$ cat src/rtl/data_mem_arb_pkg.sv
// rtl/data_mem_arb_pkg.sv - shared types and constants for the data memory arbiter
//
// Contents:
//   state_t         FSM encoding IDLE / ACCESS / RESP
//   P0, P1          port identifiers (also the value stored in last_grant)
//   MEM_BYTES_DEF   default memory size in bytes
//   BYTES_PER_WORD  bytes moved by one access
package data_mem_arb_pkg;

  typedef enum logic [1:0] {
    IDLE   = 2'd0,
    ACCESS = 2'd1,
    RESP   = 2'd2
  } state_t;

  localparam logic P0 = 1'b0;
  localparam logic P1 = 1'b1;

  localparam int MEM_BYTES_DEF  = 256;
  localparam int BYTES_PER_WORD = 8;

endpackage

$ cat src/rtl/data_mem_arbiter_rr_arbiter2.sv
// rtl/data_mem_arbiter_rr_arbiter2.sv - two-way combinational arbiter
//
// Ports:
//   req        in   [1:0]  request per port (bit 0 = port 0)
//   last_grant in   1      port granted on the previous accept
//   fixed_prio in   1      1 = port 0 always wins a tie
//   gnt        out  [1:0]  one-hot grant, zero when nobody requests
module rr_arbiter2
  import data_mem_arb_pkg::*;
(
  input  logic [1:0] req,
  input  logic       last_grant,
  input  logic       fixed_prio,
  output logic [1:0] gnt
);

  always_comb begin
    gnt = req;
    // Only a tie needs a decision; a lone requester is granted directly.
    if (req == 2'b11) begin
      if (fixed_prio || (last_grant == P1)) gnt = 2'b01;
      else                                  gnt = 2'b10;
    end
  end

endmodule

$ cat src/rtl/data_mem_arbiter.sv
// rtl/data_mem_arbiter.sv - two-port sequencer in front of the 64-bit data memory
//
// Optional feature macro: DATA_MEM_ARB_CHECK_EN (alignment/range rejection).
//
// Ports:
//   clk_i, rst_i            clock, asynchronous active-high reset
//   pN_req_i/we_i/addr_i/wdata_i   request from port N (held until pN_gnt_o)
//   pN_gnt_o                combinational accept strobe
//   pN_rvalid_o             one-cycle response pulse
//   pN_rdata_o, pN_err_o    response payload, valid with pN_rvalid_o
//   mem_addr_o/mem_data_o   memory address / write data (hold outside ACCESS)
//   mem_read_o/mem_write_o  memory strobes, high only during ACCESS
//   mem_data_i              combinational read data from memory
module data_mem_arbiter
  import data_mem_arb_pkg::*;
#(
  parameter int ADDR_W     = 64,
  parameter int DATA_W     = 64,
  parameter int MEM_BYTES  = MEM_BYTES_DEF,
  parameter int FIXED_PRIO = 0
) (
  input  logic              clk_i,
  input  logic              rst_i,
  input  logic              p0_req_i,
  input  logic              p0_we_i,
  input  logic [ADDR_W-1:0] p0_addr_i,
  input  logic [DATA_W-1:0] p0_wdata_i,
  output logic              p0_gnt_o,
  output logic              p0_rvalid_o,
  output logic [DATA_W-1:0] p0_rdata_o,
  output logic              p0_err_o,
  input  logic              p1_req_i,
  input  logic              p1_we_i,
  input  logic [ADDR_W-1:0] p1_addr_i,
  input  logic [DATA_W-1:0] p1_wdata_i,
  output logic              p1_gnt_o,
  output logic              p1_rvalid_o,
  output logic [DATA_W-1:0] p1_rdata_o,
  output logic              p1_err_o,
  output logic [ADDR_W-1:0] mem_addr_o,
  output logic [DATA_W-1:0] mem_data_o,
  output logic              mem_read_o,
  output logic              mem_write_o,
  input  logic [DATA_W-1:0] mem_data_i
);

  localparam logic FIXED = (FIXED_PRIO != 0);

  state_t            state;
  logic              last_grant;
  logic              cmd_we;
  logic              cmd_port;
  logic              cmd_bad;
  logic [1:0]        rvalid;
  logic [DATA_W-1:0] rsp_rdata;
  logic              rsp_bad;

  logic [1:0]        arb_gnt;
  logic              accept;
  logic              win_port;
  logic              sel_we;
  logic [ADDR_W-1:0] sel_addr;
  logic [DATA_W-1:0] sel_wdata;
  logic              acc_bad;

  rr_arbiter2 u_arb (
    .req        ({p1_req_i, p0_req_i}),
    .last_grant (last_grant),
    .fixed_prio (FIXED),
    .gnt        (arb_gnt)
  );

  // Grant is gated by rst_i so every output is low for the whole reset.
  assign accept    = !rst_i && (state != ACCESS) && (p0_req_i || p1_req_i);
  assign p0_gnt_o  = accept && arb_gnt[0];
  assign p1_gnt_o  = accept && arb_gnt[1];

  assign win_port  = arb_gnt[1] ? P1 : P0;
  assign sel_we    = win_port ? p1_we_i    : p0_we_i;
  assign sel_addr  = win_port ? p1_addr_i  : p0_addr_i;
  assign sel_wdata = win_port ? p1_wdata_i : p0_wdata_i;

`ifdef DATA_MEM_ARB_CHECK_EN
  // Misaligned or past the last whole word: never reaches the memory.
  assign acc_bad = (sel_addr[2:0] != 3'd0) ||
                   (sel_addr > ADDR_W'(MEM_BYTES - BYTES_PER_WORD));
`else
  assign acc_bad = 1'b0;
`endif

  always_ff @(posedge clk_i or posedge rst_i) begin
    if (rst_i) begin
      state       <= IDLE;
      last_grant  <= P1;
      cmd_we      <= 1'b0;
      cmd_port    <= P0;
      cmd_bad     <= 1'b0;
      rvalid      <= 2'b00;
      rsp_rdata   <= '0;
      rsp_bad     <= 1'b0;
      mem_addr_o  <= '0;
      mem_data_o  <= '0;
      mem_read_o  <= 1'b0;
      mem_write_o <= 1'b0;
    end else begin
      mem_read_o  <= 1'b0;
      mem_write_o <= 1'b0;
      rvalid      <= 2'b00;
      case (state)
        IDLE, RESP: begin
          if (accept) begin
            cmd_we      <= sel_we;
            cmd_port    <= win_port;
            cmd_bad     <= acc_bad;
            last_grant  <= win_port;
            // Address/data registers double as the command; they stay put
            // until the next accept, which gives the "hold" behaviour.
            mem_addr_o  <= sel_addr;
            mem_data_o  <= sel_wdata;
            mem_read_o  <= !sel_we && !acc_bad;
            mem_write_o <= sel_we && !acc_bad;
            state       <= ACCESS;
          end else begin
            state <= IDLE;
          end
        end
        ACCESS: begin
          rsp_rdata        <= (cmd_we || cmd_bad) ? '0 : mem_data_i;
          rsp_bad          <= cmd_bad;
          rvalid[cmd_port] <= 1'b1;
          state            <= RESP;
        end
        default: state <= IDLE;
      endcase
    end
  end

  assign p0_rvalid_o = rvalid[0];
  assign p1_rvalid_o = rvalid[1];
  assign p0_rdata_o  = rvalid[0] ? rsp_rdata : '0;
  assign p1_rdata_o  = rvalid[1] ? rsp_rdata : '0;
  assign p0_err_o    = rvalid[0] && rsp_bad;
  assign p1_err_o    = rvalid[1] && rsp_bad;

endmodule

$ cat config.mk
export PLATFORM = sky130hd
export DESIGN_NAME = data_mem_arbiter
export DESIGN_NICKNAME = d
export VERILOG_FILES = /design/src/rtl/data_mem_arb_pkg.sv /design/src/rtl/data_mem_arbiter_rr_arbiter2.sv /design/src/rtl/data_mem_arbiter.sv
export SDC_FILE = /design/constraint.sdc
export NUM_CORES = 1
export LEC_CHECK = 0
export BUFFER_PORTS_ARGS = -buffer_cell sky130_fd_sc_hd__clkbuf_2
export CORE_AREA = 2 2 229 231
export CTS_BUF_LIST = sky130_fd_sc_hd__clkbuf_8
export CTS_CLUSTER_DIAMETER = 200
export DETAILED_ROUTE_END_ITERATION = 8
export DIE_AREA = 0 0 231 233
export GPL_TIMING_DRIVEN = 0
export PLACE_DENSITY = 0.52
export SKIP_LAST_GASP = 1
export SLEW_MARGIN = 20
export SYNTH_ARGS = -nofsm -noshare
export SYNTH_HDL_FRONTEND = slang
export SYNTH_SLANG_ARGS = --single-unit
$ cat constraint.sdc
create_clock -name clk_i -period 12.5 [get_ports clk_i]
set_input_delay 1.875 -clock clk_i [delete_from_list [all_inputs] [get_ports clk_i]]
set_output_delay 1.875 -clock clk_i [all_outputs]
set_load 0.02 [all_outputs]
==> results of run 1 <==
==> registers in the layout, indices dropped and copies added, names as in the netlist <==
register	count
mem_write_o	1
mem_data_o	64
cmd_we	1
rsp_rdata	64
state	2
mem_read_o	1
cmd_port	1
last_grant	1
rvalid	2
mem_addr_o	64
==> layout make-up <==
type / instances / area, um2 / area share
sequential: 201 / 5030 / 0.338
buffer: 66 / 367 / 0.0246
antenna: 1 / 2.50 / 0.000168
clock inverter: 16 / 90.1 / 0.00604
clock buffer: 48 / 661 / 0.0443
timing repair buffer: 589 / 2990 / 0.201
inverter: 6 / 30.0 / 0.00201
multi-input combinational: 592 / 4880 / 0.327
tap: 680 / 851 / 0.0571
==> cells by family (layout without fill, tap and decap cells) <==
family	count (synthesis)	count (layout)	synth area share
AO/OA/AOI/OAI	66	66	0.0329
other	1	3	0.000364
buffers and inverters	72	725	0.0378
flip-flops	201	201	0.489
multiplexers	260	260	0.312
AND/OR/NAND/NOR	264	264	0.129
==> metal layers <==
metal	vias up	wire [um]	GRT usage
met3	66	2640	0.0382
met5	-	13	0
met1	4229	14400	0.147
met2	382	18500	0.237
met4	2	1060	0.0486
li1	4166	-	-
==> power by group through the flow <==
stage	clock (W)	sequential (W)	combinational, W
CTS	0.000679	0.000889	0.000707
global route	0.000704	0.000907	0.000751
finish	0.000648	0.000887	0.000693
global placement	0	0.000894	0.000695
detailed placement	0	0.000898	0.000706
floorplan	0	0.000996	0.000310
==> synthesized netlist by cell type (all sizes together) <==
cell type	number	share of area
mux2	256	0.31
dfrtp	200	0.49
and2	129	0.078
nand2	128	0.047
o21ai	64	0.031
buf	34	0.024
clkbuf	32	0.012
inv	6	0.0022
mux2i	4	0.0039
nor2	3	0.0011
nor3	2	0.0015
a2111oi	1	0.00085
a21bo	1	0.00097
conb	1	0.00036
dfstp	1	0.0026
nand2b	1	0.00061
nor2b	1	0.00061
==> metrics by stage <==
stage | util | instance area, um2
4_1_cts | 0.292 | 14900
3_3_place_gp | 0.276 | 14100
3_5_place_dp | 0.277 | 14200
6_report | 0.292 | 14900
2_1_floorplan | - | 10300
5_1_grt | 0.292 | 14900
==> worst reg2reg max path, cell delays in order, from the launching register on <==
cell and delay [ns]:
dfstp_2 0.53, a21bo_1 0.12, buf_6 0.13, buf_6 0.20
buf_6 0.27, mux2i_1 0.77, mux2i_1 0.17
==> final timing paths <==
path	startpoint	to	slack [ns]	depth (start not counted)
setup / recovery	p1_req_i	p1_gnt_o	7.53	7
hold / removal	cmd_port	rvalid[0]	0.43	1
setup reg to reg	last_grant	cmd_we	10.15	6
hold reg to reg	cmd_port	rvalid[0]	0.43	1
max in group asynchronous	rst_i	rsp_rdata[39]	10.05	4
min in group asynchronous	rst_i	state[0]	1.32	2
==> flow_summary.ini, run 1 <==
[run_status]
run_status = complete, no violations

[cts]
cts_inserted_buffers = 38
worstSkewPairLatency_ns = 0.56
cts_resized = 0
htree_levels = 2
cts.sinks = 201
clk_path_buf_depth = 3
clockRootBuffer = clkbuf_8
post_cts.repair.setup_buffers = 0
cts_tree = built
hold_buffers = 0
clk_pin_slew_worst_paths_ns = 0.06

[synth]
syn_inst = 864
avgSynthCellArea_um2 = 11.9
syn_area_mm2 = 0.0103
synth_seq_cells = 201
ys_types = 22
synth_warnings = 0
synth_seq_area_share = 0.489

[setup_path]
critPathArrivalTime_ns = 3.09
cp_top_family = buffers and inverters
cp_common_cell = buf_6
path_cells = clkbuf_2, a21bo_1, buf_6, buf_6, buf_6, nor3_1, clkbuf_2
start_kind = input pin
setup.worst_path.class = input pin to primary output
slowest_stage = clkbuf_2
critPathBufInv = 5
worst_path_largest_cell_delay_ns = 0.22
critPathCaptureType = primary output
cp.required_ns = 10.62
crit_path_max_fanout = 10

[grt]
grt_pass1_vias = 9515
grt_first_pass_wirelength_um = 54100
antenna_found_initial = 2
grt_use_total = 0.132
grt_max_degree = 91
globalRouteOverflowTotal = 0

[drt]
drt_iter0_drc = 311
post_drt_wl_per_cell_um = 16.7
antenna_left = 0
firstDrtPassIters = 4
totalWireLength_um = 36600
viasPerCell = 4.02
drc_errors = 0
vias = 8845

[floorplan]
die_w_um = 231
num_rows = 83
ios = 590
die_area_mm2 = 0.0538
core_mm2 = 0.0511
start_util = 0.202
dieHeight_um = 233

[timing]
rsz0062_at_grt = false
fin_crit_sh = 0.397
tightest_slew_ns = 0.872
fin_ws_ns = 7.53
max_slew_margin = 0.402
holdWs_ns = 0.427
finalSetupViolCount = 0
final_max_slew_viol_count = 0
final.setup.tns_ns = 0
fin_crit_ns = 4.97
finClkSkew_ns = 0.0143
fmax_ghz = 0.201
hold_viol = 0

[layout]
area_growth_pct = 44.8
fillerInstances = 5397
instances_no_fill = 2199
final_cell_mix = clkbuf_2, dfrtp_1, mux2_2
fin_nets = 1820
final_common_cell = clkbuf_2
drive_gt1_frac = 0.613

[pwr]
seqPwrFrac = 0.398
p_total_w = 0.00223
switching_power_w = 0.000770
vdd_ir_drop_max_mv = 0.0660
power.share.combinational = 0.311
p_int_w = 0.00146
p_clk_frac = 0.291
p_sw_frac = 0.346
pwr_density_cell_mw_per_mm2 = 149
p_leak_nw = 7.73

[place]
post-place-ws_ns = 7.52
dp_hpwl_um = 29900
placed_cells = 2134
gp_congestion = 0.866
port_buffers = 587

[min_path]
hold_path.class = flip-flop to flip-flop

[job]
cap_violations = 0
No activity file was read; power rests on OpenSTA's default activity.
==> run 2: changes to the inputs <==
--- a/config.mk
+++ b/config.mk
@@ -12,7 +12,7 @@
 export DETAILED_ROUTE_END_ITERATION = 8
 export DIE_AREA = 0 0 231 233
 export GPL_TIMING_DRIVEN = 0
-export PLACE_DENSITY = 0.52
+export PLACE_DENSITY = 0.53
 export SKIP_LAST_GASP = 1
 export SLEW_MARGIN = 20
 export SYNTH_ARGS = -nofsm -noshare
==> constraint.sdc (replaced) <==
create_clock -name clk_i -period 4.5 [get_ports clk_i]
set_input_delay 0.675 -clock clk_i [delete_from_list [all_inputs] [get_ports clk_i]]
set_output_delay 0.675 -clock clk_i [all_outputs]
set_load 0.02 [all_outputs]
==> flow_summary.ini, run 2 (synthesis results as in run 1) <==
[run_status]
run_status = complete, no violations

[place]
placed_cells = 2139
gp_congestion = 0.868
dp_hpwl_um = 29500
port_buffers = 587

[cts]
cts_inserted_buffers = 39
clockRootBuffer = clkbuf_8
cts.sinks = 201
cts_resized = 0
htree_levels = 2
cts_tree = built
clk_path_buf_depth = 3
post_cts.repair.setup_buffers = 0
hold_buffers = 0
worstSkewPairLatency_ns = 0.56
clk_pin_slew_worst_paths_ns = 0.06

[layout]
final_common_cell = clkbuf_2
area_growth_pct = 46.4
fin_nets = 1826
multi_input_area_mm2 = 0.00488
reg_top3 = mem_addr_o (64), mem_data_o (64), rsp_rdata (64)
final_cell_mix = clkbuf_2, dfrtp_1, mux2_2
drive_gt1_frac = 0.618
seqCellArea_mm2 = 0.00503
fillerInstances = 5391
instances_no_fill = 2210

[pwr]
p_leak_nw = 7.81
p_sw_frac = 0.340
seqPwrFrac = 0.391
pwr_density_cell_mw_per_mm2 = 419
p_clk_frac = 0.305
vdd_ir_drop_max_mv = 0.228
p_int_w = 0.00417
power.share.combinational = 0.304
p_total_w = 0.00632
switching_power_w = 0.00215

[drt]
post_drt_wl_per_cell_um = 16.2
antenna_left = 0
firstDrtPassIters = 4
totalWireLength_um = 35800
viasPerCell = 3.97
vias = 8784
drc_errors = 0
drt_iter0_drc = 220

[setup_path]
reg2reg_from = state[0]
critPathBufInv = 3
cp-startpoint = state[0]
worst-r2r-cell-count = 4
slowest_stage = clkbuf_1
critPathCaptureType = primary output
cp_top_family = buffers and inverters
r2r_slack_ns = 2.20
start_kind = flip-flop
crit_path_max_fanout = 10
critPathArrivalTime_ns = 2.68
cp.required_ns = 3.83
worst_path_largest_cell_delay_ns = 0.62
reg2reg_to = mem_data_o[1]
path_cells = nand2b_1, clkbuf_1, inv_1, a2111oi_0, clkbuf_2
setup.worst_path.class = flip-flop to primary output

[floorplan]
num_rows = 83
start_util = 0.202
dieHeight_um = 233
die_w_um = 231
core_mm2 = 0.0511
die_area_mm2 = 0.0538
ios = 590

[grt]
antenna_found_initial = 3
grt_first_pass_wirelength_um = 53500
grt_pass1_vias = 9274
globalRouteOverflowTotal = 0
grt_use_total = 0.130
grt_max_degree = 34

[timing]
final_max_slew_viol_count = 0
finClkSkew_ns = 0.0164
fin_crit_ns = 3.35
fin_crit_sh = 0.745
tightest_slew_ns = 0.754
max_slew_margin = 0.497
finalSetupViolCount = 0
rsz0062_at_grt = false
fmax_ghz = 0.298
hold_viol = 0
final.setup.tns_ns = 0

[min_path]
hold_path.class = input pin to asynchronous set/reset pin

[job]
cap_violations = 0
[run 2: cell count changes in the layout (fill, tap and decap cells not counted)]
cell        before  now
buf_12           0    6
buf_16           2    1
clkbuf_8        48   54
clkinv_2         3    5
clkinvlp_4       0    1
diode_2          1    2
inv_1           17   14
inv_8            1    0
[run 2: layout make-up]
cell class,instances,area share
multi-input cells,592,0.324
plain buffers,66,0.0243
well taps,680,0.0564
clock buffers,54,0.0493
flip-flops and latches,201,0.334
inverters,6,0.00174
clock inverters,15,0.00589
diodes,2,0.000332
repair buffers,594,0.205
[run 2: power groups by stage]
stage	combinational (W)	clock [W]	sequential [W]
floorplan	0.000863	0	0.00277
global placement	0.00192	0	0.00249
detailed placement	0.00196	0	0.00250
CTS	0.00196	0.00202	0.00247
global route	0.00209	0.00211	0.00252
finish	0.00192	0.00193	0.00247
[run 2: worst reg2reg max path, stage by stage, from the launching register on]
cell and delay (ns):
dfrtp_1 0.39, nor3_2 0.55, buf_2 0.45, buf_2 0.42, mux2_2 0.39
[run 2: through the flow]
step | hold WS (ns) | cell area (um2) | worst slack, ns | utilization
floorplan | 0.403 | 10300 | 1.22 | -
global placement | 0.416 | 14100 | -0.259 | 0.276
detailed placement | 0.423 | 14200 | 1.54 | 0.279
CTS | 0.0835 | 15100 | 0.889 | 0.295
global route | 0.119 | 15100 | 0.859 | 0.295
finish | 0.144 | 15100 | 1.15 | 0.295
[run 2: worst max path at each step]
| stage | end | slack [ns] | cells after the start |
|---|---|---|---|
| global placement | mem_data_o[15] | -0.26 | 2 |
| CTS | p0_gnt_o | 0.89 | 5 |
| finish | p0_gnt_o | 1.15 | 5 |
| detailed placement | p0_gnt_o | 1.54 | 5 |
| global route | p0_gnt_o | 0.86 | 5 |
| floorplan | cmd_port | 1.22 | 1 |
[run 2: per-layer routing]
metal	vias up	GRT usage	wire length, um
met4	2	0.0528	1100
li1	4185	-	-
met5	-	0	12
met3	69	0.0384	2860
met2	371	0.231	17900
met1	4157	0.146	14000
